## src/rtl/clock_time_ctrl_pkg.sv

```systemverilog
// Shared types and field limits for the board clock timekeeping block.
// Optional alarm feature is enabled by defining ALARM_EN.
package clock_pkg;

  localparam int HR_W    = 5;
  localparam int MIN_W   = 6;
  localparam int SEC_W   = 6;
  localparam int SEC_MAX = 59;
  localparam int MIN_MAX = 59;

  typedef enum logic [2:0] {
    MODE_RUN         = 3'd0,
    MODE_SET_HOUR    = 3'd1,
    MODE_SET_MIN     = 3'd2,
    MODE_SET_AL_HOUR = 3'd3,
    MODE_SET_AL_MIN  = 3'd4
  } mode_e;

  // Successor state on a btn_mode press; illegal codes recover to RUN.
  function automatic mode_e next_mode(input mode_e m);
    case (m)
      MODE_RUN:         return MODE_SET_HOUR;
      MODE_SET_HOUR:    return MODE_SET_MIN;
`ifdef ALARM_EN
      MODE_SET_MIN:     return MODE_SET_AL_HOUR;
      MODE_SET_AL_HOUR: return MODE_SET_AL_MIN;
`endif
      default:          return MODE_RUN;
    endcase
  endfunction

endpackage

```

## src/rtl/clock_time_ctrl_if.sv

```systemverilog
// Button/tick inputs and display-side outputs of the timekeeping controller.
// The alarm_hit wire is always present; it is only active when ALARM_EN is defined.
interface clock_time_ctrl_if;
  import clock_pkg::*;

  logic             tick_1hz;
  logic             btn_mode;
  logic             btn_inc;
  logic [HR_W-1:0]  hours;
  logic [MIN_W-1:0] minutes;
  logic [SEC_W-1:0] seconds;
  logic [2:0]       mode;
  logic             blink;
  logic             day_pulse;
  logic             alarm_hit;

  modport master (
    output tick_1hz, btn_mode, btn_inc,
    input  hours, minutes, seconds, mode, blink, day_pulse, alarm_hit
  );

  modport slave (
    input  tick_1hz, btn_mode, btn_inc,
    output hours, minutes, seconds, mode, blink, day_pulse, alarm_hit
  );
endinterface

```

## src/rtl/clock_time_ctrl_wrap_counter.sv

```systemverilog
// Modulo-(MAX+1) counter with synchronous clear; carry flags an inc taken at MAX.
module wrap_counter #(
  parameter int W       = 6,
  parameter int MAX     = 59,
  parameter int RST_VAL = 0
) (
  input  logic         clk,
  input  logic         reset,
  input  logic         inc,
  input  logic         clr,
  output logic [W-1:0] value,
  output logic         carry
);

  localparam logic [W-1:0] MAX_V = W'(MAX);
  localparam logic [W-1:0] RST_V = W'(RST_VAL);

  logic [W-1:0] value_q, value_d;

  // clr has priority so a same-cycle inc never leaks through a clear
  always_comb begin
    value_d = value_q;
    if (clr)
      value_d = '0;
    else if (inc)
      value_d = (value_q == MAX_V) ? '0 : value_q + 1'b1;
  end

  always_ff @(posedge clk) begin
    if (reset) value_q <= RST_V;
    else       value_q <= value_d;
  end

  assign value = value_q;
  assign carry = inc & ~clr & (value_q == MAX_V);

endmodule

```

## src/rtl/clock_time_ctrl.sv

```systemverilog
// HH:MM:SS timekeeping with button-driven set mode and display blink phase.
// Define ALARM_EN to add the alarm registers, the two alarm set states and alarm_hit.
module clock_time_ctrl
  import clock_pkg::*;
#(
  parameter int HOURS_MAX  = 23,
  parameter int RESET_HOUR = 12,
  parameter int RESET_MIN  = 0
) (
  input  logic               clk,
  input  logic               reset,
  clock_time_ctrl_if.slave   bus
);

  mode_e            mode_q, mode_d;
  logic             blink_q, blink_d;
  logic             day_pulse_q, day_pulse_d;

  logic             run, run_tick, edit_inc;
  logic             sec_inc, sec_clr, sec_carry;
  logic             min_inc, min_carry;
  logic             hr_inc, hr_carry;
  logic [SEC_W-1:0] sec_val;
  logic [MIN_W-1:0] min_val;
  logic [HR_W-1:0]  hr_val;

  // btn_mode always wins: it suppresses both time advance and field edits
  assign run      = (mode_q == MODE_RUN);
  assign run_tick = run & bus.tick_1hz & ~bus.btn_mode;
  assign edit_inc = bus.btn_inc & ~bus.btn_mode;

  assign sec_clr  = run & bus.btn_mode;
  assign sec_inc  = run_tick;
  assign min_inc  = (run_tick & sec_carry) | ((mode_q == MODE_SET_MIN) & edit_inc);
  assign hr_inc   = (run_tick & min_carry) | ((mode_q == MODE_SET_HOUR) & edit_inc);

  wrap_counter #(.W(SEC_W), .MAX(SEC_MAX), .RST_VAL(0)) u_sec (
    .clk, .reset, .inc(sec_inc), .clr(sec_clr), .value(sec_val), .carry(sec_carry)
  );

  wrap_counter #(.W(MIN_W), .MAX(MIN_MAX), .RST_VAL(RESET_MIN)) u_min (
    .clk, .reset, .inc(min_inc), .clr(1'b0), .value(min_val), .carry(min_carry)
  );

  wrap_counter #(.W(HR_W), .MAX(HOURS_MAX), .RST_VAL(RESET_HOUR)) u_hr (
    .clk, .reset, .inc(hr_inc), .clr(1'b0), .value(hr_val), .carry(hr_carry)
  );

`ifdef ALARM_EN
  localparam logic [MIN_W-1:0] MIN_MAX_V = MIN_W'(MIN_MAX);
  localparam logic [HR_W-1:0]  HR_MAX_V  = HR_W'(HOURS_MAX);

  logic             alarm_hit_q, alarm_hit_d;
  logic             al_hr_inc, al_min_inc;
  logic             al_hr_unused_carry, al_min_unused_carry;
  logic [HR_W-1:0]  al_hr_val, hr_nxt;
  logic [MIN_W-1:0] al_min_val, min_nxt;
  logic             show_alarm;

  assign al_hr_inc  = (mode_q == MODE_SET_AL_HOUR) & edit_inc;
  assign al_min_inc = (mode_q == MODE_SET_AL_MIN) & edit_inc;
  assign show_alarm = (mode_q == MODE_SET_AL_HOUR) | (mode_q == MODE_SET_AL_MIN);

  wrap_counter #(.W(HR_W), .MAX(HOURS_MAX), .RST_VAL(0)) u_al_hr (
    .clk, .reset, .inc(al_hr_inc), .clr(1'b0), .value(al_hr_val),
    .carry(al_hr_unused_carry)
  );

  wrap_counter #(.W(MIN_W), .MAX(MIN_MAX), .RST_VAL(0)) u_al_min (
    .clk, .reset, .inc(al_min_inc), .clr(1'b0), .value(al_min_val),
    .carry(al_min_unused_carry)
  );

  // hh:mm the clock lands on when the current minute rolls over
  assign min_nxt = (min_val == MIN_MAX_V) ? '0 : min_val + 1'b1;
  assign hr_nxt  = (min_val != MIN_MAX_V) ? hr_val :
                   (hr_val == HR_MAX_V)   ? '0     : hr_val + 1'b1;
`endif

  // state register
  always_ff @(posedge clk) begin
    if (reset) mode_q <= MODE_RUN;
    else       mode_q <= mode_d;
  end

  // next-state
  always_comb begin
    mode_d = mode_q;
    if (bus.btn_mode)
      mode_d = next_mode(mode_q);
  end

  // outputs
  always_comb begin
    blink_d     = blink_q;
    day_pulse_d = run_tick & hr_carry;
    if (mode_d == MODE_RUN)
      blink_d = 1'b0;
    else if (!run && bus.tick_1hz)
      blink_d = ~blink_q;
`ifdef ALARM_EN
    alarm_hit_d = run_tick & sec_carry & (min_nxt == al_min_val) & (hr_nxt == al_hr_val);
`endif
  end

  always_ff @(posedge clk) begin
    if (reset) begin
      blink_q     <= 1'b0;
      day_pulse_q <= 1'b0;
    end else begin
      blink_q     <= blink_d;
      day_pulse_q <= day_pulse_d;
    end
  end

`ifdef ALARM_EN
  always_ff @(posedge clk) begin
    if (reset) alarm_hit_q <= 1'b0;
    else       alarm_hit_q <= alarm_hit_d;
  end

  assign bus.hours     = show_alarm ? al_hr_val  : hr_val;
  assign bus.minutes   = show_alarm ? al_min_val : min_val;
  assign bus.alarm_hit = alarm_hit_q;
`else
  assign bus.hours     = hr_val;
  assign bus.minutes   = min_val;
  assign bus.alarm_hit = 1'b0;
`endif

  assign bus.seconds   = sec_val;
  assign bus.mode      = mode_q;
  assign bus.blink     = blink_q;
  assign bus.day_pulse = day_pulse_q;

endmodule

```

## src/flat_wrapper.sv

```systemverilog
// flat-port wrapper written by rule: the top's interface ports become plain ports
module clock_time_ctrl_flat import clock_pkg::*;
#(
  parameter int HOURS_MAX  = 23,
  parameter int RESET_HOUR = 12,
  parameter int RESET_MIN  = 0
)
  (clk, reset, bus_tick_1hz, bus_btn_mode, bus_btn_inc, bus_hours, bus_minutes, bus_seconds, bus_mode, bus_blink, bus_day_pulse, bus_alarm_hit);
  clock_time_ctrl_if bus_i ();
  input  logic clk;
  input  logic reset;
  input wire logic [$bits(bus_i.tick_1hz)-1:0] bus_tick_1hz;
  input wire logic [$bits(bus_i.btn_mode)-1:0] bus_btn_mode;
  input wire logic [$bits(bus_i.btn_inc)-1:0] bus_btn_inc;
  output wire logic [$bits(bus_i.hours)-1:0] bus_hours;
  output wire logic [$bits(bus_i.minutes)-1:0] bus_minutes;
  output wire logic [$bits(bus_i.seconds)-1:0] bus_seconds;
  output wire logic [$bits(bus_i.mode)-1:0] bus_mode;
  output wire logic [$bits(bus_i.blink)-1:0] bus_blink;
  output wire logic [$bits(bus_i.day_pulse)-1:0] bus_day_pulse;
  output wire logic [$bits(bus_i.alarm_hit)-1:0] bus_alarm_hit;
  assign bus_i.tick_1hz = bus_tick_1hz;
  assign bus_i.btn_mode = bus_btn_mode;
  assign bus_i.btn_inc = bus_btn_inc;
  assign bus_hours = bus_i.hours;
  assign bus_minutes = bus_i.minutes;
  assign bus_seconds = bus_i.seconds;
  assign bus_mode = bus_i.mode;
  assign bus_blink = bus_i.blink;
  assign bus_day_pulse = bus_i.day_pulse;
  assign bus_alarm_hit = bus_i.alarm_hit;
  clock_time_ctrl #(.HOURS_MAX(HOURS_MAX), .RESET_HOUR(RESET_HOUR), .RESET_MIN(RESET_MIN)) u_core (.clk(clk), .reset(reset), .bus(bus_i));
endmodule
```

## config.mk

```make
export PLATFORM = sky130hd
export DESIGN_NAME = clock_time_ctrl_flat
export DESIGN_NICKNAME = d
export VERILOG_FILES = /design/src/rtl/clock_time_ctrl_pkg.sv /design/src/rtl/clock_time_ctrl_if.sv /design/src/rtl/clock_time_ctrl_wrap_counter.sv /design/src/rtl/clock_time_ctrl.sv /design/src/flat_wrapper.sv
export SDC_FILE = /design/constraint.sdc
export NUM_CORES = 1
export LEC_CHECK = 0
export ABC_AREA = 1
export CAP_MARGIN = 20
export CORE_MARGIN = 4
export CORE_UTILIZATION = 52
export DETAILED_ROUTE_END_ITERATION = 8
export GPL_ROUTABILITY_DRIVEN = 0
export HOLD_SLACK_MARGIN = 0.15
export PLACE_DENSITY = 0.83
export SETUP_SLACK_MARGIN = 0.02
export SKIP_CTS_REPAIR_TIMING = 1
export SLEW_MARGIN = 30
export SYNTH_ARGS = -nofsm -noshare
export SYNTH_HDL_FRONTEND = slang
export SYNTH_HIERARCHICAL = 1
export SYNTH_SLANG_ARGS = --single-unit
export TNS_END_PERCENT = 30
```

## constraint.sdc

```tcl
create_clock -name clk -period 3.8 [get_ports clk]
set_input_delay 0.76 -clock clk [delete_from_list [all_inputs] [get_ports clk]]
set_output_delay 0.76 -clock clk [all_outputs]
set_load 0.05 [all_outputs]
```

Word level (Yosys, flattened, before mapping)
Index checks and enable logic that the tools add are counted.

Add/sub/neg operators: 3. Eq/ne operators: 5. Muxes and demuxes: 5. Bitwise operators: 18. Reduce and logical (&&, ||, !) cells: 6.

Operators by type and width (count): $and A1 B1 Y1 (13); $add A6 B1 Y6 const B (2); $eq A6 B6 Y1 const B (2); $mux W6 (2); $logic_not A3 Y1 (2); $add A5 B1 Y5 const B (1); $eq A5 B5 Y1 const B (1); $mux W5 (1); $pmux W2 S2 (1); $reduce_or A2 Y1 (2); $eq A3 B1 Y1 const B (1); $eq A3 B2 Y1 const B (1); $mux W3 (1); $not A1 Y1 (3); $or A1 B1 Y1 (2); $logic_and A1 B1 Y1 (1); $logic_not A1 Y1 (1).

Register bits after elaboration: 22. Input port bits: 5. Output and inout bits: 23. Word-level logic and storage cells: 43.

Depth between registers and ports, before layout
Depth in word-level cells: 12. Depth in mapped cells: 19. Depth with buffers taken out: 19.

Hierarchy
The synthesis kept the hierarchy.

Modules (own cells, without submodules): wrap_counter (u_core.u_min ...) (times used 2, cells an instance 48, area each 320.3 um^2, seq. area each 120.1 um^2); wrap_counter (u_core.u_hr) (times used 1, cells an instance 44, area each 281.5 um^2, seq. area each 100.1 um^2); clock_time_ctrl (times used 1, cells an instance 41, area each 274.0 um^2, seq. area each 100.1 um^2).

Worst setup path after synthesis
No wires, ideal clock.

Kind: in2reg. Start: input bus_btn_mode. End: register u_core.u_hr.value_q[0] (netlist: u_core/u_hr/value[0]). Setup time: 0.070 ns. Data arrival time: 2.587 ns. Required time: 3.730 ns. Setup slack: 1.143 ns. Stages on the path: 19. Path buffers: 0. Path through: inv_1 -> nand4_2 -> inv_1 -> inv_1 -> nor2_1 -> nand3_2 -> nor2_1 -> nand2_1 -> nand2_1 -> inv_1 -> nor2_1 -> nand3_2 -> nor2_1 -> nand2_1 -> nand2_1 -> inv_1 -> nor2_1 -> nand2_1 -> a21oi_1.

Word-level cells in the longest chain between the ends: 9. Elaborated cells on any way between the ends: 14. Those cells by class: 14 x bitwise.

Ends and longest elaborated chain: start, declared (line flat_wrapper.sv:13) `input wire logic [$bits(bus_i.btn_mode)-1:0] bus_btn_mode;`; $not A1 Y1 (line clock_time_ctrl.sv:29) `assign run_tick = run & bus.tick_1hz & ~bus.btn_mode;`; $and A1 B1 Y1 (line clock_time_ctrl.sv:29); named net u_core.run_tick (line clock_time_ctrl.sv:19) `logic run, run_tick, edit_inc;`; $and A1 B1 Y1 (2 in a row) (line clock_time_ctrl_wrap_counter.sv:35) `assign carry = inc & ~clr & (value_q == MAX_V);`; named net u_core.sec_carry (line clock_time_ctrl.sv:20) `logic sec_inc, sec_clr, sec_carry;`; $and A1 B1 Y1 (line clock_time_ctrl.sv:34) `assign min_inc = (run_tick & sec_carry) | ((mode_q == MODE_SET_MIN) & edit_inc);`; $or A1 B1 Y1 (line clock_time_ctrl.sv:34); named net u_core.min_inc (line clock_time_ctrl.sv:21) `logic min_inc, min_carry;`; $and A1 B1 Y1 (line clock_time_ctrl_wrap_counter.sv:35); named net u_core.min_carry (line clock_time_ctrl.sv:21); $and A1 B1 Y1 (line clock_time_ctrl.sv:35) `assign hr_inc = (run_tick & min_carry) | ((mode_q == MODE_SET_HOUR) & edit_inc);`; $or A1 B1 Y1 (line clock_time_ctrl.sv:35); named net u_core.hr_inc (line clock_time_ctrl.sv:22) `logic hr_inc, hr_carry;`; end signal, assigned (line clock_time_ctrl_wrap_counter.sv:31) `else value_q <= value_d;`; end, declared (line clock_time_ctrl_wrap_counter.sv:18) `logic [W-1:0] value_q, value_d;`.

The timed path passes the listed nets, and every way through them passes these cells. A chain may end at the register's enable or synchronous reset.

Worst setup path in the final report
Start: input bus_btn_mode. End: register u_core.day_pulse_q (netlist: u_core/bus.day_pulse).

Word-level cells in the longest chain between the ends: 11. Elaborated cells on any way between the ends: 16. Those cells by class: 16 x bitwise.

Ends and longest elaborated chain: $not A1 Y1 (line clock_time_ctrl.sv:29); $and A1 B1 Y1 (line clock_time_ctrl.sv:29); named net u_core.run_tick (line clock_time_ctrl.sv:19); $and A1 B1 Y1 (2 in a row) (line clock_time_ctrl_wrap_counter.sv:35); named net u_core.sec_carry (line clock_time_ctrl.sv:20); $and A1 B1 Y1 (line clock_time_ctrl.sv:34); $or A1 B1 Y1 (line clock_time_ctrl.sv:34); named net u_core.min_inc (line clock_time_ctrl.sv:21); $and A1 B1 Y1 (line clock_time_ctrl_wrap_counter.sv:35); named net u_core.min_carry (line clock_time_ctrl.sv:21); $and A1 B1 Y1 (line clock_time_ctrl.sv:35); $or A1 B1 Y1 (line clock_time_ctrl.sv:35); named net u_core.hr_inc (line clock_time_ctrl.sv:22); $and A1 B1 Y1 (line clock_time_ctrl_wrap_counter.sv:35); named net u_core.hr_carry (line clock_time_ctrl.sv:22); $and A1 B1 Y1 (line clock_time_ctrl.sv:96) `day_pulse_d = run_tick & hr_carry;`; end signal, assigned (line clock_time_ctrl.sv:112) `day_pulse_q <= day_pulse_d;`; end, declared (line clock_time_ctrl.sv:17) `logic day_pulse_q, day_pulse_d;`.

The timed path passes the listed nets, and every way through them passes these cells.

==> impl_metrics.toml <==
[worst_hold_path]
hold_class = "reg2reg"
hold-path-endpoint = "u_core/u_min/value[4]"
hold_depth = 2
hold_start = "u_core/u_min/value[4]"

[worst_setup_path]
r2r_slack_ns = 1.17
cp_slowest_stage_delay_ns = 0.46
crit_fanout = 7
crit_path_cell_trace = "clkdlybuf4s50_1, inv_1, nand4_2, inv_1, inv_1, nor2_1, nand3_2, nor2_1, nand2_1, nand2_1, inv_1, nor2_1, nand3_2, nor2_1, nand2_1, nand2_1, nand2_1, nor2_1, nand2_1, nor2_1"
start_kind = "input pin"
crit_type = "in2reg"
r2r_cells = 19
r2r_start = "u_core/bus.mode[2]"
rr_endpoint = "u_core/bus.day_pulse"
cp-end-kind = "flop"
critPathRequiredTime_ns = 4.04
critPathSlowestCell = "clkdlybuf4s50_1"
crit_arrival_ns = 3.46

[pwr]
p_leak_nw = 0.623
max-vdd-ir-drop_uv = 246
totalPowerFinal_w = 0.000410
power_density_nw_per_um2 = 269

[synth]
synth_cell_types = 23
synth_area_leaders = "dfxtp_1 37%, nand2_1 15%, nor2_1 8.8%"
seq_area_frac_synth = 0.368
synth_area_leader_cell = "dfxtp_1"
syn-cell-area_sq_um = 1200
ys_ff_latch = 22
yosys_warnings = 6
synth_top_area_frac = 0.368
syn_avg_cell_area_sq_um = 6.61
synth_cells = 181

[final_layout]
drive_gt1_frac = 0.108
nets = 223
final_common_cell = "nand2_1"
area_growth_syn_to_layout_pct = 27.2
final_cell_mix = "49 x nand2_1, 28 x nor2_1, 26 x clkdlybuf4s50_1"
diodes = 0

[floorplan]
num_rows = 17
die_h_um = 56.0
start_util = 0.546
die_area_sq_um = 3130
coreArea_sq_um = 2190
die_width_um = 56.0
ios = 28

[global_route]
grt_usage = 0.168
grt_pass1_wl_um = 4310
grt_max_degree = 12
grt_overflow = 0
grt_pass1_vias = 1100
antenna_found_initial = 0

[place]
post-place-ws_ns = 0.283
portBuffers = 26
dp_hpwl_um = 2010

[timing]
finalSetupViolCount = 0
max-slew-margin-rel = 0.660
period_share = 0.848
finalMaxSlewViolations = 0
setup_ws_ns = 0.579
min_period_ns = 3.22
finalClockSkew_ns = 0.00137
tightest_slew_ns = 0.509
final_hold_viol_count = 0
max_freq_ghz = 0.311
tns_ns = 0
whs_ns = 0.506
rsz0062_at_grt = "no"

[clock_network]
root_buffer = "clkbuf_4"
clk_transition_reported_paths_ns = 0.11
cts.htree.levels = 1
cts_tree = "done"
ctsLongestPathBuffers = 2
clock-sinks = 22
cts_buffers = 3
clkLatencyLatePin_ns = 0.30

[drt]
vias = 1167
drc = 0
vias_per_cell = 4.84
wl_per_cell_um = 10.3
antenna_left = 0
drtIter0Drc = 21
drt_first_pass_iters = 4
wl_um = 2480

[job]
drv_cap = 0

[outcome]
status = "completed"
per-layer routing:
metal	part of all wire	track usage	vias up
met1	0.46	0.187	512
met2	0.49	0.292	30
li1	-	-	622
met3	0.045	0.0371	3
met5	0	0	-
met4	0.011	0.0915	0
stage by stage:
stage / util / cells / cell area (sq um)
finish: 0.694 / 241 / 1520
global route: 0.694 / 241 / 1520
CTS: 0.694 / 241 / 1520
detailed placement: 0.684 / 238 / 1500
global placement: 0.684 / 238 / 1500
floorplan: - / 185 / 1210
cells by family after synthesis:
kind of cell | share of synthesized area
DFF | 0.368
other | 0.00314
buffers and inverters | 0.0879
and+or+nand+nor | 0.436
adders and majority gates | 0.0314
AOI/OAI and AO/OA | 0.0732
how the worst max path moves through the flow:
| stage | from | end |
|---|---|---|
| finish | bus_btn_mode | u_core/bus.day_pulse |
| global route | bus_btn_mode | u_core/bus.day_pulse |
| CTS | bus_btn_mode | u_core/bus.day_pulse |
| detailed placement | bus_btn_mode | u_core/bus.day_pulse |
| global placement | bus_btn_mode | u_core/bus.day_pulse |
| floorplan | bus_btn_mode | u_core/u_hr/value[0] |
cell type report:
| class | instances | area (sq um) |
|---|---|---|
| fillers | 189 | 669 |
| multi-input cells | 136 | 666 |
| flip-flops and latches | 22 | 440 |
| repair buffers | 26 | 260 |
| inverters | 26 | 97.6 |
| well taps | 28 | 35.0 |
| clock buffers | 3 | 22.5 |
synthesized netlist by cell type (all sizes together):
| cell | n |
|---|---|
| ha | 3 |
| nand3b | 1 |
| buf | 1 |
| a31oi | 2 |
| or2 | 3 |
| nand3 | 14 |
| o21ai | 6 |
| a21oi | 9 |
| dfxtp | 22 |
| nand2 | 56 |
| inv | 26 |
| conb | 1 |
| nor2 | 33 |
| nand4 | 4 |
state kept, by name, indices dropped and copies added (netlist names):
signal,count
u_core/bus.blink,1
u_core/bus.day_pulse,1
u_core/bus.mode,3
u_core/u_sec/value,6
u_core/u_hr/value,5
u_core/u_min/value,6
worst max-delay path: cells and delay by family:
family,cells,cell delay (ns)
AND/OR/NAND/NOR,15,1.64
buffers and inverters,5,1.04
report_power, final:
part           internal (W)  leakage [nW]  switching, W
clock             0.0000370        0.0138     0.0000646
sequential         0.000235         0.178    0.00000691
combinational     0.0000222         0.431     0.0000438
Power figures use the tool's default switching activity.
